### config.mk
export PLATFORM = sky130hd
export DESIGN_NAME = i2c_addr_pointer
export DESIGN_NICKNAME = d
export VERILOG_FILES = /design/src/rtl/i2c_addr_pointer.sv
export SDC_FILE = /design/constraint.sdc
export NUM_CORES = 1
export LEC_CHECK = 0
export CAP_MARGIN = 20
export CORE_MARGIN = 4
export CORE_UTILIZATION = 43
export CTS_BUF_LIST = sky130_fd_sc_hd__clkbuf_4 sky130_fd_sc_hd__clkbuf_8 sky130_fd_sc_hd__clkbuf_16
export CTS_CLUSTER_SIZE = 8
export DETAILED_ROUTE_END_ITERATION = 10
export DONT_BUFFER_PORTS = 1
export GPL_TIMING_DRIVEN = 1
export SLEW_MARGIN = 25
export SYNTH_ARGS = -nofsm -noshare
export SYNTH_HDL_FRONTEND = slang
export SYNTH_SLANG_ARGS = --single-unit
### constraint.sdc
create_clock -name clk_i -period 2.4 [get_ports clk_i]
set_input_delay 0.48 -clock clk_i [delete_from_list [all_inputs] [get_ports clk_i]]
set_output_delay 0.48 -clock clk_i [all_outputs]
set_load 0.01 [all_outputs]
### src/rtl/i2c_addr_pointer.sv
// Registered I2C memory address pointer: stages the high address byte, commits both
// halves atomically on the low byte, then auto-increments (page-wrapped writes, linear reads).
module i2c_addr_pointer #(
    parameter int unsigned ADDR_WIDTH = 16,
    parameter int unsigned PAGE_BITS  = 6
) (
    input  logic                  clk_i,
    input  logic                  rst_i,
    input  logic [7:0]            addr_byte_i,
    input  logic                  load_hi_i,
    input  logic                  load_lo_i,
    input  logic                  abort_i,
    input  logic                  incr_wr_i,
    input  logic                  incr_rd_i,
    output logic [ADDR_WIDTH-1:0] addr_o,
    output logic                  addr_valid_o,
    output logic                  page_wrap_o
);

    localparam int unsigned HiWidth = ADDR_WIDTH - 8;

    if (ADDR_WIDTH < 9 || ADDR_WIDTH > 16) begin : g_bad_addr_width
        $error("i2c_addr_pointer: ADDR_WIDTH must be within 9..16");
    end
    if (PAGE_BITS < 1 || PAGE_BITS > ADDR_WIDTH - 1) begin : g_bad_page_bits
        $error("i2c_addr_pointer: PAGE_BITS must be within 1..ADDR_WIDTH-1");
    end

    typedef enum logic [0:0] {
        StIdle,
        StPend
    } state_e;

    state_e                  state_q, state_d;
    logic [HiWidth-1:0]      hi_stage_q, hi_stage_d;
    logic [ADDR_WIDTH-1:0]   addr_q, addr_d;
    logic                    addr_valid_q, addr_valid_d;
    logic                    page_wrap_q, page_wrap_d;

    logic [PAGE_BITS-1:0]    page_low;
    logic [PAGE_BITS-1:0]    page_low_inc;
    logic [ADDR_WIDTH-1:0]   addr_wr_inc;
    logic [ADDR_WIDTH-1:0]   addr_rd_inc;
    logic                    commit;
    logic                    drop_stage;

    assign page_low     = addr_q[PAGE_BITS-1:0];
    assign page_low_inc = page_low + PAGE_BITS'(1);
    assign addr_wr_inc  = {addr_q[ADDR_WIDTH-1:PAGE_BITS], page_low_inc};
    assign addr_rd_inc  = addr_q + ADDR_WIDTH'(1);

    assign commit     = (state_q == StPend) && load_lo_i;
    assign drop_stage = (state_q == StPend) && abort_i;

    always_comb begin
        state_d      = state_q;
        hi_stage_d   = hi_stage_q;
        addr_d       = addr_q;
        addr_valid_d = addr_valid_q;
        page_wrap_d  = 1'b0;

        if (commit) begin
            // The commit owns addr this cycle; any concurrent increment is dropped.
            addr_d       = {hi_stage_q, addr_byte_i};
            addr_valid_d = 1'b1;
            hi_stage_d   = '0;
            state_d      = StIdle;
        end else begin
            if (drop_stage) begin
                hi_stage_d = '0;
                state_d    = StIdle;
            end else if (load_hi_i) begin
                hi_stage_d = addr_byte_i[HiWidth-1:0];
                state_d    = StPend;
            end

            // The committed pointer keeps moving while a new high byte is staged.
            if (addr_valid_q) begin
                if (incr_wr_i) begin
                    addr_d      = addr_wr_inc;
                    page_wrap_d = &page_low;
                end else if (incr_rd_i) begin
                    addr_d = addr_rd_inc;
                end
            end
        end
    end

    always_ff @(posedge clk_i) begin
        if (rst_i) begin
            state_q      <= StIdle;
            hi_stage_q   <= '0;
            addr_q       <= '0;
            addr_valid_q <= 1'b0;
            page_wrap_q  <= 1'b0;
        end else begin
            state_q      <= state_d;
            hi_stage_q   <= hi_stage_d;
            addr_q       <= addr_d;
            addr_valid_q <= addr_valid_d;
            page_wrap_q  <= page_wrap_d;
        end
    end

    assign addr_o       = addr_q;
    assign addr_valid_o = addr_valid_q;
    assign page_wrap_o  = page_wrap_q;

endmodule

# After elaboration in Yosys (flattened, before gate mapping)
# Index checks and enable logic that the tools add are counted.
dict set report op_classes {
  add_sub_neg 2
  n_eq_ne 1
  muxes 4
  bitwise 2
  n_reduce_logical 10
}
# cell count
set op_table {}
lappend op_table {{2-to-1 mux 16 bit} 4}
lappend op_table {{adder 16 x 1 -> 16 bit (second input constant)} 1}
lappend op_table {{adder 6 x 1 -> 6 bit (second input constant)} 1}
lappend op_table {{AND reduction 6 bit} 1}
lappend op_table {{nonzero test 2 bit} 2}
lappend op_table {{OR reduction 4 bit} 1}
lappend op_table {{AND reduction 3 bit} 1}
lappend op_table {{nonzero test 3 bit} 1}
lappend op_table {{OR reduction 3 bit} 1}
lappend op_table {{logical AND 1 bit} 2}
lappend op_table {{!= test 2 x 1 -> 1 bit (second input constant)} 1}
lappend op_table {{inverter 1 bit} 2}
lappend op_table {{AND reduction 2 bit} 1}
dict set report word_totals {
  ff_bits 27
  input_bits 15
  output_inout_bits 18
  elab_cells 25
}

# Longest topological paths before layout
# Gate-level depths: netlist of run 1.
dict set report logic_depth {
  word_depth 5
  mapped_depth 5
}

# Worst setup path after synthesis of run 1
# Ideal clock, no wire load.
dict set report synth_path {
  path_type {input port to flip-flop}
  from {in incr_wr_i}
  to {reg addr_q[15] (netlist: addr_o[15])}
  setup_time_ns 0.091
  t_arrival_ns 1.713
  path_slack_ns 0.597
  stages 4
  n_path_buf 0
  path_cell_list {nand3b_4 -> or4_4 -> or4_1 -> a311oi_1}
}
dict set report synth_via {
  elab_chain_len 2
}
# item line_no
set synth_rtl {}
lappend synth_rtl {{start: declaration} 13} ;# input logic incr_wr_i,
lappend synth_rtl {{!= test 2 x 1 -> 1 bit (no line)} -}
lappend synth_rtl {{AND reduction 3 bit (no line)} -}
lappend synth_rtl {{end signal: assignment} 99} ;# addr_q <= addr_d;
lappend synth_rtl {{end: declaration} 36} ;# logic [ADDR_WIDTH-1:0] addr_q, addr_d;
# Every way passes these cells.
# A chain may end at the register's enable or synchronous reset.

# Worst setup path in the final report of run 1
dict set report layout_path {
  from {reg addr_q[0] (netlist: addr_o[0])}
  to {reg addr_q[14] (netlist: addr_o[14])}
}
dict set report layout_via {
  elab_chain_len 5
}
# item line_no
set layout_rtl {}
lappend layout_rtl {{adder 16 x 1 -> 16 bit} 50} ;# assign addr_rd_inc = addr_q + ADDR_WIDTH'(1);
lappend layout_rtl {{2-to-1 mux 16 bit} 82} ;# end else if (incr_rd_i) begin
lappend layout_rtl {{2-to-1 mux 16 bit} 79} ;# if (incr_wr_i) begin
lappend layout_rtl {{2-to-1 mux 16 bit} 78} ;# if (addr_valid_q) begin
lappend layout_rtl {{2-to-1 mux 16 bit} 62} ;# if (commit) begin
# Every way passes these cells. The select of a mux whose other input is x is not followed.

==> out/qor.csv, run 1 <==
metric,value,unit
R2R Path Start,addr_o[0]$_SDFFE_PP0P_,
CTS tree,done,
GPL Wtd Cong,0.763,
R2R Path End,addr_o[14]$_SDFFE_PP0P_,
crit path max fanout,6,
initial core utilization,0.459,
Leak Pwr,0.466,nW
ANT nets after route,0,
period utilisation layout,0.830,
"Async S/R FF share, synth",0,
"count leader, synth",nor2_1,
final non-filler cell total,176,
clk root buf,clkbuf_4,
Final WS setup,409,ps
hold path cells,1,
worst hold margin,198,ps
Power Density,592,mW/mm^2
# clock sinks,27,
CTS Hold Buffers Added,0,
row count,19,
hold path startpoint,rst_i,
switching pwr,0.224,mW
placed cell count,172,
mean post-synth cell area,8.89,um^2
clock power share,0.254,
Rel. slew slack,0.591,
FF-to-FF path depth,5,
setup tns final,0,ps
via count,1027,
CTS buffer count,3,
Hold Crit Class,input pin to register,
Post-DP HPWL,2300,um
DR vias/cell,5.84,
DR WL/cell,17.2,um
Synthesized Nets,161,
drt drc,0,
post-layout util,0.483,
status,completed,
largest net degree at the start of global routing,27,
post-synth top area share,0.419,
vias in the first global route,932,
Synth Warn #,0,
Comb pwr share,0.097,
I/O pin count,33,
gr ovfl total,0,
Post-CTS Setup Inserts,0,
first-pass GRT wire length,4840,um
Fmax achieved,0.502,GHz
Critical Path RT,2650,ps
Starting DRT DRC Count,72,
Final setup viols,0,
skew final,3.75,ps
Hold Path End,addr_o[4]$_SDFFE_PP0P_,
H-tree levels,1,
share of layout cells above drive strength 1,0.103,
"Clk pin slew, worst setup/hold paths",150,ps
worst skew pair latency,330,ps
drt first pass iters,4,
initial antenna violation count,0,
pre-CTS setup slack,446,ps
nets@finish,162,
total of max-cap violations,0,
ANT cells,0,
die width,62.7,um
# resized after CTS,0,
final wirelength,3030,um
final hold vios,0,
"Worst Path Class, Setup",register to register,
internal power,0.578,mW
Main synth FF type,dfxtp_1,
RSZ-0062 raised after global routing,false,
Commonest cells post-synth,"nor2_1, dfxtp_1, a211oi_1",
die area,0.00394,mm^2
"Seq/Total Area, Yosys",0.419,
count of cell types in the netlist,29,
area grow syn2layout,5.05,%
reg2reg setup slack,410,ps
most area-consuming cells after synthesis,"dfxtp_1, nor2_1, mux2i_1, a211oi_1, xnor2_1",
Mapped Area,0.00129,mm^2
Bufs on Longest Clock Path,2,
Final Max Tran Viols,0,
worst slew pin tran,608,ps
IO buf count,0,
sequential power share,0.649,
Setup crit end kind,register,
Net Sw Frac,0.279,
startpoint types,register,
final worst path period need,1990,ps
Synth Register Bits,27,
CORE AREA,0.00281,mm^2
Die Y,62.7,um
WP data arrival,2240,ps
maximum VDD drop,0.449,mV
Yosys top cell by area,dfxtp_1,
cells after synthesis,145,
"EDFF count, synth",0,
Global Route Usage Sum,0.155,
[sequential cells by signal, indices dropped and copies added (netlist names)]
register and count:
addr_o 16, hi_stage_q 8, addr_valid_o 1, page_wrap_o 1
state_q 1
[metrics by stage]
step           power, mW  cell area [um^2]
4_1_cts            0.810              1350
6_report           0.801              1350
5_1_grt            0.845              1350
3_5_place_dp       0.608              1320
2_1_floorplan      0.590              1290
3_3_place_gp       0.606              1320
[placed cells by master (no fill, tap or decap)]
master      synthesis  final
or3_4               1      1
nand4_2             1      1
nand2b_1            1      1
nand3b_4            1      1
nand3_2             2      2
clkbuf_4            0      3
or3_1               2      2
o31ai_1             2      2
dfxtp_1            27     27
o211ai_1            1      1
or4_4               1      1
buf_4               0      3
nand4_1             3      3
inv_1               5      5
xor2_1              2      2
clkinvlp_4          0      1
nor4_1              6      6
a211oi_1           12     12
or4_1               2      2
xnor2_1             9      9
a311oi_1            4      4
nand3_1             3      3
ha_1                1      1
o21ai_0             4      4
a21oi_1             1      1
or2_2               2      2
nor3_1              3      3
nand2_1             5      5
mux2i_1             9      9
nor2_1             28     28
[metal layers]
metal	track usage	routed length, um	vias to the layer above
li1	-	-	525
met1	0.213	1410	470
met2	0.220	1370	30
met3	0.0594	244	2
met4	0.0496	12	0
met5	0	0	-
[logic make-up after synthesis]
| kind of cell | synth area share |
|---|---|
| compound gates | 0.134 |
| xor+xnor | 0.0748 |
| fa+ha+maj | 0.00971 |
| buf+inv | 0.0350 |
| flops | 0.419 |
| mux | 0.0699 |
| simple gates | 0.257 |
[cell type report]
type / instances / area, um^2
fill: 295 / 1450
multi-input combinational: 106 / 703
clock buffer: 3 / 22.5
clock inverter: 1 / 7.51
tap: 31 / 38.8
timing repair buffer: 3 / 22.5
inverter: 5 / 18.8
sequential: 27 / 541
[worst max path at each step]
stage               slack [ps]                    from                 endpoint  cells past startpoint
global placement           470  addr_o[0]$_SDFFE_PP0P_  addr_o[14]$_SDFFE_PP0P_                      5
finish                     410  addr_o[0]$_SDFFE_PP0P_  addr_o[14]$_SDFFE_PP0P_                      5
floorplan                  600               incr_wr_i  addr_o[15]$_SDFFE_PP0P_                      4
global route               280  addr_o[0]$_SDFFE_PP0P_  addr_o[14]$_SDFFE_PP0P_                      5
detailed placement         450  addr_o[0]$_SDFFE_PP0P_  addr_o[14]$_SDFFE_PP0P_                      5
CTS                        410  addr_o[0]$_SDFFE_PP0P_  addr_o[14]$_SDFFE_PP0P_                      5
[worst max-delay path, cell delays in order (launching register included)]
cell	delay [ps]
dfxtp_1	520
ha_1	230
nand4_1	230
or2_2	360
or3_1	340
a311oi_1	230
[power by group through the flow]
stage / sequential [mW] / clock (mW) / combinational [mW]
6_report: 0.520 / 0.204 / 0.0776
5_1_grt: 0.525 / 0.232 / 0.0883
4_1_cts: 0.521 / 0.211 / 0.0783
3_5_place_dp: 0.530 / 0 / 0.0781
3_3_place_gp: 0.529 / 0 / 0.0772
2_1_floorplan: 0.523 / 0 / 0.0670
(Power assumes the default switching activity.)
==> run 2: changes to the inputs <==
clock period = 1.8 ns   (was 2.4 ns; I/O delays follow)
==> run 2 against run 1 <==
Effect of this change: clock skew is 1.5 ps higher; total power is 38% higher; sequential share of layout area is 2.9 points lower; worst setup slack worse by 340 ps.
==> out/qor.csv, run 2 (synthesis results as in run 1) <==
metric,value,unit,change
die width,62.7,um,unchanged
CTS tree,done,,
DR WL/cell,17.1,um,-0.68%
die area,0.00394,mm^2,unchanged
Critical Path RT,2050,ps,-600 ps
Net Sw Frac,0.281,,+0.00158
first-pass GRT wire length,5550,um,+15%
Post-CTS Setup Inserts,0,,unchanged
Top delay family on crit path,simple AND/OR/NAND/NOR gates,,
Die Y,62.7,um,unchanged
Post-DP HPWL,2600,um,+13%
Rel. slew slack,0.568,,-0.0231
maximum VDD drop,0.316,mV,-30%
max reg flops,16,,unchanged
drt first pass iters,4,,unchanged
nets@finish,177,,+9.3%
Starting DRT DRC Count,22,,-69%
ANT cells,0,,unchanged
area grow syn2layout,15.1,%,
DR vias/cell,5.83,,about the same
H-tree levels,1,,unchanged
gr ovfl total,0,,unchanged
internal power,0.797,mW,+38%
WP data arrival,1990,ps,-250 ps
total of max-cap violations,0,,unchanged
via count,1114,,+8.5%
sequential power share,0.603,,-0.046
Hold Crit Class,input pin to register,,
WP depth,4,,-1
vias in the first global route,1143,,+23%
worst slew pin tran,642,ps,+34.2 ps
row count,19,,unchanged
crit path max fanout,4,,-2
final hold vios,0,,unchanged
RSZ-0062 raised after global routing,true,,
Leak Pwr,0.549,nW,+18%
clock power share,0.248,,-0.006
clk root buf,clkbuf_4,,
period utilisation layout,0.964,,+0.135
Bufs on Longest Clock Path,2,,unchanged
I/O pin count,33,,unchanged
CTS Hold Buffers Added,0,,unchanged
# clock sinks,27,,unchanged
Fmax achieved,0.576,GHz,+15%
share of layout cells above drive strength 1,0.231,,+0.128
hold path cells,1,,unchanged
ANT nets after route,0,,unchanged
"Cell Chain, Critical Path","nand2_1, or3_4, or4_1, a311oi_1",,
IO buf count,0,,unchanged
# resized after CTS,0,,unchanged
Setup crit end kind,register,,
post-layout util,0.529,,+0.0464
GPL Wtd Cong,0.813,,+6.5%
most frequent cells in the layout,"nor2_1, dfxtp_1, buf_4, a211oi_1",,
cell at the slowest stage of the critical path,or4_1,,
final worst path period need,1740,ps,-255 ps
worst skew pair latency,330,ps,about the same
status,completed,,
CORE AREA,0.00281,mm^2,unchanged
Global Route Usage Sum,0.178,,+0.0236
skew final,5.26,ps,+1.52 ps
Final Max Tran Viols,0,,unchanged
worst hold margin,71.4,ps,-126 ps
startpoint types,register,,
Final Total Pwr,1.11,mW,+38%
final wirelength,3270,um,+7.8%
CTS buffer count,3,,unchanged
switching pwr,0.311,mW,+39%
"Clk pin slew, worst setup/hold paths",150,ps,about the same
Comb pwr share,0.149,,+0.052
largest net degree at the start of global routing,34,,+26%
Power Density,746,mW/mm^2,+26%
initial core utilization,0.459,,unchanged
"most common cell after layout, fill and taps aside",nor2_1,,
FF-to-FF path depth,4,,-1
crit path buf inv count,0,,unchanged
Final Cell Area,0.00148,mm^2,+9.6%
"Worst Path Class, Setup",register to register,,
initial antenna violation count,0,,unchanged
drt drc,0,,unchanged
Placed Area,0.00144,mm^2,+8.5%
max incr delay on CP,500,ps,-20 ps
Final setup viols,0,,unchanged
## run 2: cell type report
type,count,area (um^2)
fill,283,1320
multi-input combinational,106,712
sequential,27,549
timing repair buffer,18,135
tap,31,38.8
clock buffer,3,22.5
inverter,5,18.8
clock inverter,1,7.51
## run 2: final timing paths
kind,from,end,slack (ps)
max,addr_o[1]$_SDFFE_PP0P_,addr_o[13]$_SDFFE_PP0P_,60
min,rst_i,addr_o[10]$_SDFFE_PP0P_,70
max reg2reg,addr_o[1]$_SDFFE_PP0P_,addr_o[13]$_SDFFE_PP0P_,60
min reg2reg,hi_stage_q[6]$_SDFFE_PP0P_,addr_o[14]$_SDFFE_PP0P_,510
## run 2: metal layers
layer	share of wire	GRT usage	vias up
met5	0	0	-
met4	0.029	0.0799	0
met3	0.066	0.0522	8
met2	0.47	0.286	27
met1	0.44	0.219	529
li1	-	-	550
## run 2: worst reg2reg max path: stages, from the launching register on
cell,delay (ps)
dfxtp_2,390
nand2_1,90
or3_4,410
or4_1,500
a311oi_1,270
## run 2: stage by stage
stage	cells	worst slack (ps)	TNS, ps
finish	191	64.0	0
global route	191	-3.68	-5.30
CTS	191	30.1	0
detailed placement	187	63.9	0
global placement	187	119	0
floorplan	145	20.5	0
## run 2: power groups by stage
stage	sequential [mW]	clock, mW	combinational, mW
finish	0.668	0.274	0.165
global route	0.674	0.308	0.184
CTS	0.664	0.279	0.167
detailed placement	0.677	0	0.166
global placement	0.675	0	0.164
floorplan	0.697	0	0.0893
